[config.mk]
export PLATFORM = sky130hd
export DESIGN_NAME = pipe_seq
export DESIGN_NICKNAME = d
export VERILOG_FILES = /design/src/rtl/pipe_seq.sv
export SDC_FILE = /design/constraint.sdc
export NUM_CORES = 1
export LEC_CHECK = 0
export ABC_AREA = 1
export CAP_MARGIN = 20
export CORE_MARGIN = 1
export CORE_UTILIZATION = 53
export DETAILED_ROUTE_END_ITERATION = 6
export GPL_TIMING_DRIVEN = 0
export HOLD_SLACK_MARGIN = 0.03
export MAX_ROUTING_LAYER = met4
export PLACE_DENSITY = 0.91
export SLEW_MARGIN = 20
export SYNTH_ARGS = -nofsm -noshare
export SYNTH_HDL_FRONTEND = slang
export SYNTH_SLANG_ARGS = --single-unit
[constraint.sdc]
create_clock -name clk -period 2.9 [get_ports clk]
set_input_delay 0.58 -clock clk [delete_from_list [all_inputs] [get_ports clk]]
set_output_delay 0.58 -clock clk [all_outputs]
set_load 0.03 [all_outputs]
[src/rtl/pipe_seq.sv]
// pipe_seq: pipeline sequencer for the 4-stage core (IF, ID, EX, WB).
// Turns hazard-unit stalls, EX-stage branch/memory events and HALT into
// per-stage register enables, NOP flushes and a data-memory start pulse.
// It is the only source of PC and pipeline-register enables.
//
// State table
//   state | meaning
//   RUN   | normal issue; halt > mem_req > br_taken > hz_stall > idle
//   MEM   | waiting for mem_ack, pipeline frozen, timeout counter running
//   HALT  | frozen until resume (or only reset once err is set)
//   2'b11 | illegal; behaves as RUN idle and returns to RUN
//
// Parameters
//   CW        width of stall_cnt
//   TMO       MEM cycles without mem_ack before err (2..255)
// Ports
//   clk, rst_n                   clock, async active-low reset
//   hz_stall, br_taken, mem_req  hazard / EX-stage events
//   mem_ack                      one-cycle data-memory completion
//   halt, resume                 HALT opcode in EX, external restart
//   pc_we..exwb_we               stage register enables
//   ifid_flush, idex_flush       load NOP into IF/ID, ID/EX
//   mem_go                       registered memory start pulse
//   state                        RUN=00, MEM=01, HALT=10
//   err                          sticky memory timeout
//   stall_cnt                    saturating count of cycles with pc_we=0
module pipe_seq #(
   parameter int CW  = 8,
   parameter int TMO = 16
) (
   input  logic          clk,
   input  logic          rst_n,
   input  logic          hz_stall,
   input  logic          br_taken,
   input  logic          mem_req,
   input  logic          mem_ack,
   input  logic          halt,
   input  logic          resume,
   output logic          pc_we,
   output logic          ifid_we,
   output logic          idex_we,
   output logic          exwb_we,
   output logic          ifid_flush,
   output logic          idex_flush,
   output logic          mem_go,
   output logic [1:0]    state,
   output logic          err,
   output logic [CW-1:0] stall_cnt
);

   typedef enum logic [1:0] {
      RUN  = 2'b00,
      MEM  = 2'b01,
      HALT = 2'b10
   } stateT;

   localparam logic [7:0]    TmoLast = 8'(TMO - 1);
   localparam logic [CW-1:0] CntMax  = '1;

   stateT      curState;
   stateT      nextState;
   logic [7:0] tmoCnt;
   logic       enterMem;
   logic       tmoHit;

   always_comb begin
      pc_we      = 1'b1;
      ifid_we    = 1'b1;
      idex_we    = 1'b1;
      exwb_we    = 1'b1;
      ifid_flush = 1'b0;
      idex_flush = 1'b0;
      nextState  = RUN;
      enterMem   = 1'b0;
      tmoHit     = 1'b0;
      case (curState)
         RUN: begin
            if (halt) begin
               {pc_we, ifid_we, idex_we, exwb_we} = 4'b0000;
               nextState = HALT;
            end else if (mem_req) begin
               {pc_we, ifid_we, idex_we, exwb_we} = 4'b0000;
               nextState = MEM;
               enterMem  = 1'b1;
            end else if (br_taken) begin
               ifid_flush = 1'b1;
               idex_flush = 1'b1;
            end else if (hz_stall) begin
               // Bubble: hold PC and IF/ID, push a NOP into ID/EX.
               pc_we      = 1'b0;
               ifid_we    = 1'b0;
               idex_flush = 1'b1;
            end
         end
         MEM: begin
            // An ack on the last allowed cycle still counts as success.
            if (mem_ack) begin
               nextState = RUN;
            end else begin
               {pc_we, ifid_we, idex_we, exwb_we} = 4'b0000;
               if (tmoCnt == TmoLast) begin
                  nextState = HALT;
                  tmoHit    = 1'b1;
               end else begin
                  nextState = MEM;
               end
            end
         end
         HALT: begin
            // Once err is set, resume is ignored: only reset leaves HALT.
            if (resume && !err) begin
               nextState = RUN;
            end else begin
               {pc_we, ifid_we, idex_we, exwb_we} = 4'b0000;
               nextState = HALT;
            end
         end
         default: nextState = RUN;
      endcase
   end

   always_ff @(posedge clk or negedge rst_n) begin
      if (!rst_n) begin
         curState  <= RUN;
         mem_go    <= 1'b0;
         err       <= 1'b0;
         tmoCnt    <= 8'd0;
         stall_cnt <= '0;
      end else begin
         curState <= nextState;
         mem_go   <= enterMem;
         if (tmoHit) begin
            err <= 1'b1;
         end
         // Held at zero outside MEM so every MEM entry starts from 0.
         if (curState != MEM) begin
            tmoCnt <= 8'd0;
         end else if (tmoCnt != TmoLast) begin
            tmoCnt <= tmoCnt + 8'd1;
         end
         if (!pc_we && stall_cnt != CntMax) begin
            stall_cnt <= stall_cnt + CW'(1);
         end
      end
   end

   assign state = curState;

endmodule

# Word level (Yosys, flattened, before mapping)
# Index checks and enable logic that the tools add are counted.
# op_classes
n_eq_ne	6
reduce_logical	6
addsub	2
n_mux	33
# ops
op	n
$mux 1	24
$add 8x1->8 const B	2
$mux 8	2
$eq 8x4->1 const B	1
$mux 2	4
$ne 8x4->1 const B	1
$ne 8x8->1 const B	1
$pmux 1 s3	2
$pmux 2 s3	1
$eq 2x1->1 const B	1
$eq 2x2->1 const B	1
$logic_and 1x1->1	2
$logic_not 1->1	2
$logic_not 2->1	1
$ne 2x1->1 const B	1
$reduce_bool 2->1	1
# totals
register_bits	20
in_bits	8

# Logic depth before layout (Yosys ltp)
# logic_depth
ltp_word	7
depth_mapped	8

# Least setup slack after synthesis
# Ideal clock, no wire load.
# synth_timing
path_type	register to output
startpoint	register curState[1] (netlist: state[1])
endpoint	output port idex_we
stages_incl_launch_ff	7
setup_slack_ns	0.799
arrival_time_ns	1.521
cell_sequence	dfrtp_1 -> inv_2 -> nand2_2 -> nor2_1 -> nor2_2 -> nand3_1 -> buf_4
# synth_between
elab_chain_len	2
# synth_lines
item	line	rtl
start, declared	60	stateT curState;
start signal, assigned	130	curState <= nextState;
$eq 2x2->1 (tied with other cells)	--	
$pmux 1 s3 *	--	
end, declared	41	output logic idex_we,
# Mark *: on every way between the ends. The rest lies on a longest branch, timed or not.

# Worst setup path in the final report
# layout_timing
startpoint	input port halt
endpoint	output port idex_we
# layout_between
elab_chain_len	2
# layout_lines
item	line	rtl
start, declared	37	input logic halt,
$mux 1	78	if (halt) begin
$pmux 1 s3	76	case (curState)
# Every way passes these cells.

==> run summary <==
Outcome - finished clean
Die area - 2430 µm²
Post-DP HPWL - 1780 µm
Post-synthesis adder-cell area fraction - 0.0211
Largest net degree at the start of global routing - 21
Hold Fails Final Rpt - 0
Flop pwr share - 0.339
Max incr delay on CP - 650 ps
Simple-gate share of the synthesized area - 0.392
Commonest cells in the netlist - 53 x nand2_1, 20 x dfrtp_1, 20 x nor2_1
Worst slew pin tran - 884 ps
Dpl ws - -50.5 ps
Worst Reg-to-Reg Cells - 7
CP most frequent cell - clkdlybuf4s50_1
Leak pwr - 0.789 nW
Max FO, Critical Path - 4
Synth Area in Compound Gates - 0.0591
Commonest register cell after synthesis - dfrtp_1
Row cnt - 16
Fin nets - 201
Clock latency on the worst-skew pair - 300 ps
TritonCTS clock tree - yes
Syn nets - 171
Worst hold slack - 491 ps
Cell Area, Placed - 1470 µm²
Die Y - 49.3 µm
Levels on crit path - 6
Worst setup SP type - input pin
DR iter-0 viols - 35
Initial antenna violation count - 0
PwrDens - 845 nW/µm²
Drt first pass iters - 4
Post-synthesis xor/xnor area fraction - 0.0296
Share of the synthesized area in the top cell type - 0.422
Placed Instances - 213
Root Buffer - clkbuf_4
Vias in the first global route - 1159
Crit. End Element - primary output
Clock skew - 1.76 ps
Mux share of post-synthesis cell area - 0
Antenna Violating Nets Remaining - 0
CP required - 2320 ps
Initial Util - 0.586
Largest family of logic cells by synthesized area - simple AND/OR/NAND/NOR gates
#FFs+latches synth - 20
Worst hold start - tmoCnt[6]
Fmax - 357 MHz
Buf/Inv on CP - 3
Max Cap Violations - 0
Final wirelength - 2500 µm
Comb power frac - 0.485
ANT cells - 0
Unrepaired setup endpoints after global routing - no
Sink Count - 20
CTS Buffer Depth - 2
Filler instances - 145
Post-synth top area cell - dfrtp_1
Design area - 1520 µm²
Part of the Yosys area used for sequential elements - 0.422
GRT overflow - 0
Worst hold stages - 1
DR vias/cell - 5.15
Num ports - 26
Asr flop ratio synth - 1.00
Internal - 740 µW
Cell count after synthesis - 161
Avg WL per Cell - 11.5 µm
Sw Pwr - 547 µW
Peak supply drop - 618 µV
DR DRC count - 0
Crit Path Class - input pin to primary output
Synth cell types - 23
Hold WC Path Type - register to register
Slew margin rel. - 0.409
Area of the core - 2020 µm²
Top-count cell post-synth - nand2_1
Largest cells by area after synthesis - dfrtp_1 42%, nand2_1 17%, nor2_1 6.3%
Die Width - 49.3 µm
Post-Synthesis Cell Area - 1180 µm²
EDFF count, synth - 0
Reg area - 500 µm²
Finished Layout Cells - 217
Ys Warns - 0
Share of layout cells above drive strength 1 - 0.100
Worst R2R Start - tmoCnt[0]
Average size of a mapped cell - 7.36 µm²
Num CTS Buffers - 3
Hold endpoint - tmoCnt[6]
Final Critical Period - 2800 ps
Multi-input gate area - 594 µm²
GP Congestion - 0.842
Total Routing Usage GR - 0.253
Cell Chain, Critical Path - clkdlybuf4s50_1 -> nor2_1 -> nand2_1 -> nand3_1 -> buf_4 -> clkdlybuf4s50_1
Switch share - 0.425
Clock-pin slew on the worst setup and hold paths - 110 ps
Vias - 1117
# setup viols final - 0
CTS H-tree depth - 1
Worst EP arrival - 2220 ps
Utilization after layout - 0.753
Reg-to-reg setup timing slack - 1410 ps
Post-CTS Setup Inserts - 0
First-pass GRT wire length - 4610 µm
Setup ws final - 97.3 ps
Period utilisation layout - 0.966
Layout overhead on the synthesized area - 28.5%
Reg2reg end - state[1]
Port Buf Inserts - 25
Clk pwr share - 0.176
Max-slew violations - 0
CP delay by family, top - buffers and inverters
Slowest cell on the critical path - clkdlybuf4s50_1
==> cells by family (layout without fill, tap and decap cells) <==
logic type / Yosys count / count (layout)
flip-flops: 20 / 20
adder cells (fa/ha/maj): 2 / 2
XOR/XNOR: 4 / 4
buffers and inverters: 22 / 51
AND/OR/NAND/NOR: 100 / 100
AO/OA/AOI/OAI: 13 / 13
==> cell type report <==
class,instances,share of cell area
clock buffer,3,0.0148
inverter,20,0.0493
sequential,20,0.329
timing repair buffer,25,0.165
clock inverter,1,0.0197
buffer,2,0.00986
multi-input combinational,119,0.390
tap,27,0.0222
==> cells in the final DEF (no fill, tap or decap) <==
cell type / instances
xnor2_1: 1
nand3_1: 13
o211ai_1: 1
a31oi_1: 1
nand4_1: 1
inv_2: 3
a21oi_1: 6
bufinv_16: 1
nor2_8: 1
dlymetal6s2s_1: 1
dlygate4sd2_1: 1
o22ai_1: 1
nor3_1: 1
nand4_4: 1
xor2_1: 3
ha_1: 2
inv_1: 17
dfrtp_1: 20
nor2_1: 20
clkdlybuf4s50_1: 23
buf_4: 2
nand2_1: 53
nor2_2: 4
nand3_2: 2
nand3b_1: 2
clkbuf_4: 3
o21ai_0: 4
nand2_2: 2
==> power by group through the flow <==
stage	registers [mW]	logic (mW)	clock network, mW
2_1_floorplan	0.534	0.301	0
3_3_place_gp	0.431	0.608	0
3_5_place_dp	0.437	0.624	0
4_1_cts	0.434	0.627	0.231
5_1_grt	0.449	0.685	0.245
6_report	0.436	0.624	0.227
==> routing by layer <==
metal | track usage | vias up | share of wire
li1 | - | 567 | -
met1 | 0.294 | 516 | 0.43
met2 | 0.441 | 32 | 0.52
met3 | 0.0374 | 2 | 0.044
met4 | 0.0882 | 0 | 0.0048
met5 | - | - | 0
==> per-stage QoR <==
stage / power, mW / setup TNS [ps]
2_1_floorplan: 0.835 / 0
3_3_place_gp: 1.04 / -16.0
3_5_place_dp: 1.06 / -50.5
4_1_cts: 1.29 / 0
5_1_grt: 1.38 / 0
6_report: 1.29 / 0
==> what timing repair did <==
action / in CTS / in global routing
setup endpoints to repair: 1 / 1
pin swaps: 0 / 0
hold buffers: 0 / 0
resized for setup: 1 / 1
==> how the worst max path moves through the flow <==
stage             start       to
2_1_floorplan  state[1]  idex_we
3_3_place_gp       halt    pc_we
3_5_place_dp       halt    pc_we
4_1_cts            halt  ifid_we
5_1_grt            halt  idex_we
6_report           halt  idex_we
==> sequential cells by signal, summed over array words and instances, names as in the netlist <==
signal,count
stall_cnt,8
tmoCnt,8
state,2
err,1
mem_go,1
Power figures use the tool's default switching activity.
